File: src/rtl/branch_predict_ctrl_if.sv
// Fetch/decode-side signal bundle for the branch direction predictor.
// master = pipeline (IF/ID) side, slave = predictor.
interface branch_predict_ctrl_if;
  logic [31:0] IF_PC;
  logic        IF_Valid;
  logic        Pred_Taken;
  logic        ID_Valid;
  logic [31:0] ID_PC;
  logic        ID_JorB;
  logic        ID_Taken;
  logic        ID_PredTaken;
  logic [31:0] ID_AltPC;
  logic [31:0] ID_FallThruPC;
  logic        ID_Freeze;
  logic        Redirect;
  logic [31:0] Redirect_PC;
  logic        Flush_IF;
  logic [31:0] Branch_Count;
  logic [31:0] Mispredict_Count;

  modport master (
    output IF_PC, IF_Valid,
    output ID_Valid, ID_PC, ID_JorB, ID_Taken,
    output ID_PredTaken, ID_AltPC, ID_FallThruPC,
    output ID_Freeze,
    input  Pred_Taken, Redirect, Redirect_PC,
    input  Flush_IF, Branch_Count, Mispredict_Count
  );

  modport slave (
    input  IF_PC, IF_Valid,
    input  ID_Valid, ID_PC, ID_JorB, ID_Taken,
    input  ID_PredTaken, ID_AltPC, ID_FallThruPC,
    input  ID_Freeze,
    output Pred_Taken, Redirect, Redirect_PC,
    output Flush_IF, Branch_Count, Mispredict_Count
  );
endinterface

File: src/rtl/branch_predict_ctrl.sv
// 2-bit saturating-counter direction predictor with
// mispredict redirect and IF flush sequencing.
module branch_predict_ctrl #(
  parameter int         IDX_BITS     = 6,
  parameter int         FLUSH_CYCLES = 1,
  parameter logic [1:0] CTR_INIT     = 2'b01
) (
  input logic                 CLK,
  input logic                 RESET,
  branch_predict_ctrl_if.slave bus
);

  localparam int DEPTH = 2 ** IDX_BITS;
  localparam logic [2:0] FLUSH_LAST =
    3'(FLUSH_CYCLES - 1);

  typedef enum logic {IDLE, FLUSH} state_t;

  state_t      state_q;
  logic [2:0]  cnt_q;
  logic [1:0]  ctr_q [DEPTH];
  logic        redir_q;
  logic [31:0] rpc_q;
  logic        flush_q;
  logic [31:0] bc_q;
  logic [31:0] mc_q;

  logic [IDX_BITS-1:0] if_idx;
  logic [IDX_BITS-1:0] id_idx;
  logic [1:0]  ctr_cur;
  logic [1:0]  ctr_d;
  logic [31:0] rpc_d;
  logic        resolve;
  logic        mispredict;
  logic        unused_pc;

  assign if_idx = bus.IF_PC[IDX_BITS+1:2];
  assign id_idx = bus.ID_PC[IDX_BITS+1:2];
  assign unused_pc = ^{bus.IF_PC[31:IDX_BITS+2],
                       bus.IF_PC[1:0],
                       bus.ID_PC[31:IDX_BITS+2],
                       bus.ID_PC[1:0]};

  // ID inputs during a flush belong to the wrong path
  assign resolve = (state_q == IDLE) & bus.ID_Valid
                 & bus.ID_JorB & ~bus.ID_Freeze;
  assign mispredict = resolve
                    & (bus.ID_Taken != bus.ID_PredTaken);

  assign rpc_d = bus.ID_Taken ? bus.ID_AltPC
                              : bus.ID_FallThruPC;

  always_comb begin
    ctr_cur = ctr_q[id_idx];
    ctr_d   = ctr_cur;
    if (bus.ID_Taken) begin
      if (ctr_cur != 2'd3) ctr_d = ctr_cur + 2'd1;
    end else begin
      if (ctr_cur != 2'd0) ctr_d = ctr_cur - 2'd1;
    end
  end

  always_ff @(posedge CLK or negedge RESET) begin
    if (!RESET) begin
      state_q <= IDLE;
      cnt_q   <= 3'd0;
      redir_q <= 1'b0;
      rpc_q   <= 32'd0;
      flush_q <= 1'b0;
      bc_q    <= 32'd0;
      mc_q    <= 32'd0;
      for (int i = 0; i < DEPTH; i++)
        ctr_q[i] <= CTR_INIT;
    end else begin
      redir_q <= 1'b0;
      if (resolve) begin
        ctr_q[id_idx] <= ctr_d;
        bc_q <= bc_q + 32'd1;
      end
      unique case (state_q)
        IDLE: begin
          if (mispredict) begin
            state_q <= FLUSH;
            cnt_q   <= FLUSH_LAST;
            redir_q <= 1'b1;
            rpc_q   <= rpc_d;
            flush_q <= 1'b1;
            mc_q    <= mc_q + 32'd1;
          end
        end
        FLUSH: begin
          if (cnt_q == 3'd0) begin
            state_q <= IDLE;
            flush_q <= 1'b0;
          end else begin
            cnt_q <= cnt_q - 3'd1;
          end
        end
        default: state_q <= IDLE;
      endcase
    end
  end

  // no bypass: same-cycle training shows up next cycle
  assign bus.Pred_Taken = ctr_q[if_idx][1] & bus.IF_Valid;
  assign bus.Redirect         = redir_q;
  assign bus.Redirect_PC      = rpc_q;
  assign bus.Flush_IF         = flush_q;
  assign bus.Branch_Count     = bc_q;
  assign bus.Mispredict_Count = mc_q;

endmodule

File: src/flat_wrapper.sv
// flat-port wrapper written by rule: the top's interface ports become plain ports
module branch_predict_ctrl_flat 
#(
  parameter int         IDX_BITS     = 6,
  parameter int         FLUSH_CYCLES = 1,
  parameter logic [1:0] CTR_INIT     = 2'b01
)
  (CLK, RESET, bus_IF_PC, bus_IF_Valid, bus_ID_Valid, bus_ID_PC, bus_ID_JorB, bus_ID_Taken, bus_ID_PredTaken, bus_ID_AltPC, bus_ID_FallThruPC, bus_ID_Freeze, bus_Pred_Taken, bus_Redirect, bus_Redirect_PC, bus_Flush_IF, bus_Branch_Count, bus_Mispredict_Count);
  branch_predict_ctrl_if bus_i ();
  input logic CLK;
  input logic RESET;
  input wire logic [$bits(bus_i.IF_PC)-1:0] bus_IF_PC;
  input wire logic [$bits(bus_i.IF_Valid)-1:0] bus_IF_Valid;
  input wire logic [$bits(bus_i.ID_Valid)-1:0] bus_ID_Valid;
  input wire logic [$bits(bus_i.ID_PC)-1:0] bus_ID_PC;
  input wire logic [$bits(bus_i.ID_JorB)-1:0] bus_ID_JorB;
  input wire logic [$bits(bus_i.ID_Taken)-1:0] bus_ID_Taken;
  input wire logic [$bits(bus_i.ID_PredTaken)-1:0] bus_ID_PredTaken;
  input wire logic [$bits(bus_i.ID_AltPC)-1:0] bus_ID_AltPC;
  input wire logic [$bits(bus_i.ID_FallThruPC)-1:0] bus_ID_FallThruPC;
  input wire logic [$bits(bus_i.ID_Freeze)-1:0] bus_ID_Freeze;
  output wire logic [$bits(bus_i.Pred_Taken)-1:0] bus_Pred_Taken;
  output wire logic [$bits(bus_i.Redirect)-1:0] bus_Redirect;
  output wire logic [$bits(bus_i.Redirect_PC)-1:0] bus_Redirect_PC;
  output wire logic [$bits(bus_i.Flush_IF)-1:0] bus_Flush_IF;
  output wire logic [$bits(bus_i.Branch_Count)-1:0] bus_Branch_Count;
  output wire logic [$bits(bus_i.Mispredict_Count)-1:0] bus_Mispredict_Count;
  assign bus_i.IF_PC = bus_IF_PC;
  assign bus_i.IF_Valid = bus_IF_Valid;
  assign bus_i.ID_Valid = bus_ID_Valid;
  assign bus_i.ID_PC = bus_ID_PC;
  assign bus_i.ID_JorB = bus_ID_JorB;
  assign bus_i.ID_Taken = bus_ID_Taken;
  assign bus_i.ID_PredTaken = bus_ID_PredTaken;
  assign bus_i.ID_AltPC = bus_ID_AltPC;
  assign bus_i.ID_FallThruPC = bus_ID_FallThruPC;
  assign bus_i.ID_Freeze = bus_ID_Freeze;
  assign bus_Pred_Taken = bus_i.Pred_Taken;
  assign bus_Redirect = bus_i.Redirect;
  assign bus_Redirect_PC = bus_i.Redirect_PC;
  assign bus_Flush_IF = bus_i.Flush_IF;
  assign bus_Branch_Count = bus_i.Branch_Count;
  assign bus_Mispredict_Count = bus_i.Mispredict_Count;
  branch_predict_ctrl #(.IDX_BITS(IDX_BITS), .FLUSH_CYCLES(FLUSH_CYCLES), .CTR_INIT(CTR_INIT)) u_core (.CLK(CLK), .RESET(RESET), .bus(bus_i));
endmodule
File: config.mk
export PLATFORM = sky130hd
export DESIGN_NAME = branch_predict_ctrl_flat
export DESIGN_NICKNAME = d
export VERILOG_FILES = /design/src/rtl/branch_predict_ctrl_if.sv /design/src/rtl/branch_predict_ctrl.sv /design/src/flat_wrapper.sv
export SDC_FILE = /design/constraint.sdc
export NUM_CORES = 1
export LEC_CHECK = 0
export CAP_MARGIN = 20
export CORE_UTILIZATION = 50
export CTS_BUF_LIST = sky130_fd_sc_hd__clkbuf_8
export CTS_CLUSTER_SIZE = 10
export DETAILED_ROUTE_END_ITERATION = 8
export HOLD_SLACK_MARGIN = 0.15
export PLACE_DENSITY = 0.89
export SLEW_MARGIN = 15
export SYNTH_ARGS = -nofsm -noshare
export SYNTH_HDL_FRONTEND = slang
export SYNTH_SLANG_ARGS = --single-unit
File: constraint.sdc
create_clock -name CLK -period 9.89 [get_ports CLK]
set_input_delay 2.4725 -clock CLK [delete_from_list [all_inputs] [get_ports CLK]]
set_output_delay 2.4725 -clock CLK [all_outputs]
set_load 0.05 [all_outputs]
* After elaboration in Yosys (flattened, before gate mapping)
Cells that the tools add are included.
** Storage, ports and cells
- RAM bits :: 0
- Register bits after elaboration :: 230
- Output and inout port bits :: 99
- Latch bits :: 0
- Memories :: 0
- Input bits :: 136
- Bits in read-only memories :: 0
- Logic and storage cells :: 122
** Operators by class
- Equality and inequality tests :: 5
- Magnitude comparators :: 3
- Shifts and indexed selects :: 0
- Reductions and logical operators :: 6
- Muxes and demuxes :: 23
- $mul :: 0
- Div/mod/pow operators :: 0
- Add/sub/neg operators :: 5
- Bitwise gates (word level) :: 9
** Operator list (count)
- 128-bit bitwise mux :: 1
- 32-bit by 1-bit adder with 32-bit output (second input constant) :: 2
- 32-bit two-way mux :: 1
- 2-bit binary-select mux with 6-bit select :: 2
- 2-bit two-way mux :: 8
- 7-bit greater-or-equal comparator (second input constant) :: 2
- 6-bit NOT with 7-bit output :: 2
- 2-bit demux with 6-bit select :: 1
- 7-bit by 1-bit < comparator with 1-bit output (second input constant) :: 1
- 3-bit two-way mux :: 2
- 2-bit != test (second input constant) :: 3
- 3-bit one-hot mux with 2 select lines :: 1
- 2-bit AND reduction :: 3
- 1-bit bitwise AND :: 5
- 1-bit two-way mux :: 5
- 1-bit one-hot mux with 2 select lines :: 2
- 3-bit zero test :: 1
- 3-bit by 1-bit subtractor with 3-bit output (second input constant) :: 1
- 2-bit by 1-bit adder with 2-bit output (second input constant) :: 1
- 2-bit by 1-bit != test with 1-bit output (second input constant) :: 1
- 1-bit NOT :: 2
- 2-bit nonzero test :: 1
- 2-bit by 1-bit subtractor with 2-bit output (second input constant) :: 1
- 1-bit logical AND :: 1
- 1-bit != test :: 1

* Longest topological paths before layout
- Word-level depth :: 8
- Mapped depth :: 11
- Depth with buffers taken out :: 8

* Worst setup path before layout
Ideal clock, no wire load.
- Path type :: input to output
- Start :: in bus_IF_PC[2]
- End :: out bus_Pred_Taken
- Stages :: 6
- Arrival time :: 4.755 ns
- Data required time :: 7.418 ns
- Buffers on the path :: 2
- Setup slack :: 2.663 ns
- Cell sequence :: buf_2 > buf_2 > mux4_2 > mux4_2 > mux4_2 > and2_1
** Between the ends
- Cells in the longest elaborated chain, start to end :: 5
** Ends and longest elaborated chain
- start: declaration :: RTL line flat_wrapper.sv:12 : input wire logic [$bits(bus_i.IF_PC)-1:0] bus_IF_PC;
- 6-bit NOT with 7-bit output (implied by the code) :: RTL line branch_predict_ctrl.sv:105 : assign bus.Pred_Taken = ctr_q[if_idx][1] & bus.IF_Valid;
- 2-bit binary-select mux with 6-bit select :: RTL line branch_predict_ctrl.sv:105
- 2-bit two-way mux (implied by the code) (2 in a row) :: RTL line branch_predict_ctrl.sv:105
- 1-bit bitwise AND :: RTL line branch_predict_ctrl.sv:105
- end: declaration :: RTL line flat_wrapper.sv:22 : output wire logic [$bits(bus_i.Pred_Taken)-1:0] bus_Pred_Taken;
Every way passes these cells. The select of a mux whose other input is x is not followed.

* Worst setup path after layout
- Start :: in bus_IF_PC[3]
- End :: out bus_Pred_Taken
The elaborated chain is that of the path after synthesis.

==> flow_summary.toml <==
[power]
peakVddDrop_uv = 211
leakage_nw = 5.92
power_density_nw_per_um2 = 192

[route]
topRoutingLayerUsed = "met4"
vias = 8956
totalWireLength_um = 27700
met1Wirelength_um = 10700
ant_nets = 0
firstDrtPassIters = 7
drc = 0
wl_per_cell_um = 17.9
wl_met3_um = 2700
drtIter0Drc = 595
met2WireLength_um = 13300
via_per_inst = 5.78

[floorplanning]
rows = 54
die_h_um = 152
num_io_pins = 235
die_w_um = 152
core_um2 = 21900
dieArea_um2 = 23000
start_util = 0.511

[clocking]
hold_buffers = 0
htree_levels = 2
cts_sinks = 230
cts_resized = 0
path_clk_slew_ns = 0.06
clk_latency_ns = 0.55
clockBufferDepth = 3
clockRootBuffer = "clkbuf_8"
cts_made_buffers = 41
cts_setup_buffers = 0
cts_tree = "done"

[place]
port_buffers = 182
place.gp.congestion = 0.847
dp_hpwl_um = 18600

[sta]
fin_crit_sh = 0.835
tightest_slew_ns = 1.05
hold_viol = 0
tns_ns = 0
relSlewSlack = 0.303
clock_skew_ns = 0.0456
fin_crit_ns = 8.26
hold_slack_ns = 0.460
maxSlewViolCount = 0
setup_violations = 0
max_freq_mhz = 121
rsz0062_at_grt = "false"

[worst_setup_path]
reg2reg_depth = 7
cp_top_family = "buffers and inverters"
cp_slowest_stage_delay_ns = 1.05
path_common_cell = "mux4_2"
critical_path_required_ns = 7.42
rr_startpoint = "u_core.ctr_q[7]"
r2r_slack_ns = 6.80
worstPathCellList = "clkdlybuf4s50_1, mux4_2, mux4_2, mux4_2, and2_1, clkdlybuf4s50_1"
slowest_stage = "clkdlybuf4s50_1"
startpoint_type = "input pin"
critPathCaptureType = "output pin"
cp.depth = 6
rr_endpoint = "u_core.ctr_q[112]"
crit_fanout = 16
worstSetupPathType = "in -> out"
worst-path-buf-inv = 2
worstPathArrival_ns = 5.79
worstSetupStartpoint = "bus_IF_PC[3]"
crit_path_end = "bus_Pred_Taken"

[yosys]
yosysSeqAreaShare = 0.521
synthArstFlopShare = 1.00
synth_seq_cells = 230
syn_area_um2 = 11200
netlist_instances = 1055
syn_area_per_cell_um2 = 10.6
syn-num-nets = 1195
synth_warnings = 0
ys_dominant_reg_cell = "dfrtp_1"
ys_types = 53
synth_edf_count = 0

[cells_and_area]
drive_gt1_frac = 0.183
layout.nets = 1381
mostFrequentLayoutCells = "nand2_1, clkdlybuf4s50_1, dfrtp_1"
antennaDiodeCount = 0
area.growth.synth_to_final_pct = 25.1
final_common_cell = "nand2_1"

[global_routing]
grt_overflow = 0
track_usage = 0.247
grt_pass1_vias = 8924
grt_max_degree = 86
grt_pass1_wl_um = 44300
antenna_found_initial = 0

[run]
cap_violations = 0

[outcome]
status = "complete, no violations"

[min_path]
min_path_type = "reg -> reg"
==> worst reg2reg max path: cells and delay by family (launching register included) <==
kind | cells | cell delay, ns
DFF | 1 | 0.41
AOI/OAI and AO/OA | 2 | 0.57
adders and majority gates | 1 | 0.93
muxes | 1 | 0.47
and+or+nand+nor | 3 | 0.57
==> where the power goes <==
group | switching [mW] | total [mW] | internal, mW
Sequential | 0.0738 | 1.13 | 1.05
Combinational | 0.452 | 0.689 | 0.237
Clock | 0.389 | 0.871 | 0.482
==> synth_stat cells, types with 7 or more instances <==
cell type,number,area share
nor3_1,7,0.0031
mux2i_1,42,0.038
o21ai_2,42,0.033
mux2_2,8,0.0080
xnor2_1,43,0.034
dfstp_2,64,0.15
o21ai_1,21,0.0094
buf_6,9,0.0091
nand2_1,268,0.090
nor2_1,29,0.0097
mux4_2,38,0.076
o21ai_0,107,0.048
nand3_1,23,0.010
and3_1,14,0.0078
xor2_1,20,0.016
dfrtp_1,166,0.37
inv_1,17,0.0057
and2_1,7,0.0039
clkbuf_1,29,0.0097
nand4_1,12,0.0067
buf_2,7,0.0031
==> how the worst min path moves through the flow <==
stage / depth (start not counted) / from / to / slack (ns)
floorplan: 2 / u_core.ctr_q[0] / u_core.ctr_q[0] / 0.44
CTS: 2 / u_core.ctr_q[102] / u_core.ctr_q[102] / 0.46
detailed placement: 2 / u_core.ctr_q[102] / u_core.ctr_q[102] / 0.45
finish: 2 / u_core.ctr_q[102] / u_core.ctr_q[102] / 0.46
global placement: 2 / u_core.ctr_q[4] / u_core.ctr_q[4] / 0.45
global route: 2 / u_core.ctr_q[102] / u_core.ctr_q[102] / 0.48
==> sequential cells by signal, summed over array words and instances, names as in the netlist <==
name and cells:
u_core.bus.Branch_Count 32, u_core.state_q 1, u_core.bus.Redirect_PC 32, u_core.ctr_q 128
u_core.bus.Mispredict_Count 32, u_core.bus.Redirect 1, u_core.bus.Flush_IF 1, u_core.cnt_q 3
==> layout make-up <==
type | count | area (um^2)
inverter | 17 | 63.8
multi-input combinational | 755 | 5010
clock inverter | 21 | 116
sequential | 230 | 5840
fill | 1665 | 7880
tap | 280 | 350
clock buffer | 50 | 688
timing repair buffer | 196 | 1940
==> per-stage QoR <==
step            util  area (um^2)  setup slack [ns]  total power [mW]  instances
2_1_floorplan      -        11200              2.66              1.56       1055
3_3_place_gp   0.602        13200              1.75              1.81       1477
3_5_place_dp   0.602        13200              1.67              1.83       1477
4_1_cts        0.639        14000              1.66              2.71       1548
5_1_grt        0.640        14000              1.53              2.80       1549
6_report       0.640        14000              1.63              2.69       1549
==> kinds of logic after synthesis <==
family                     after synthesis  synth area share
AOI/OAI and AO/OA                      207             0.116
xor gates and xnor gates                63            0.0493
adders and majority gates                6           0.00693
buffers and inverters                   70            0.0320
DFF                                    230             0.521
muxes                                   88             0.122
and+or+nand+nor                        391             0.153
==> per-layer routing <==
layer	up-vias	global-route usage
met1	4329	0.305
met2	476	0.404
met5	-	0
li1	4063	-
met3	88	0.0686
met4	0	0.112
Note: power is estimated with default switching activity, not from simulation.
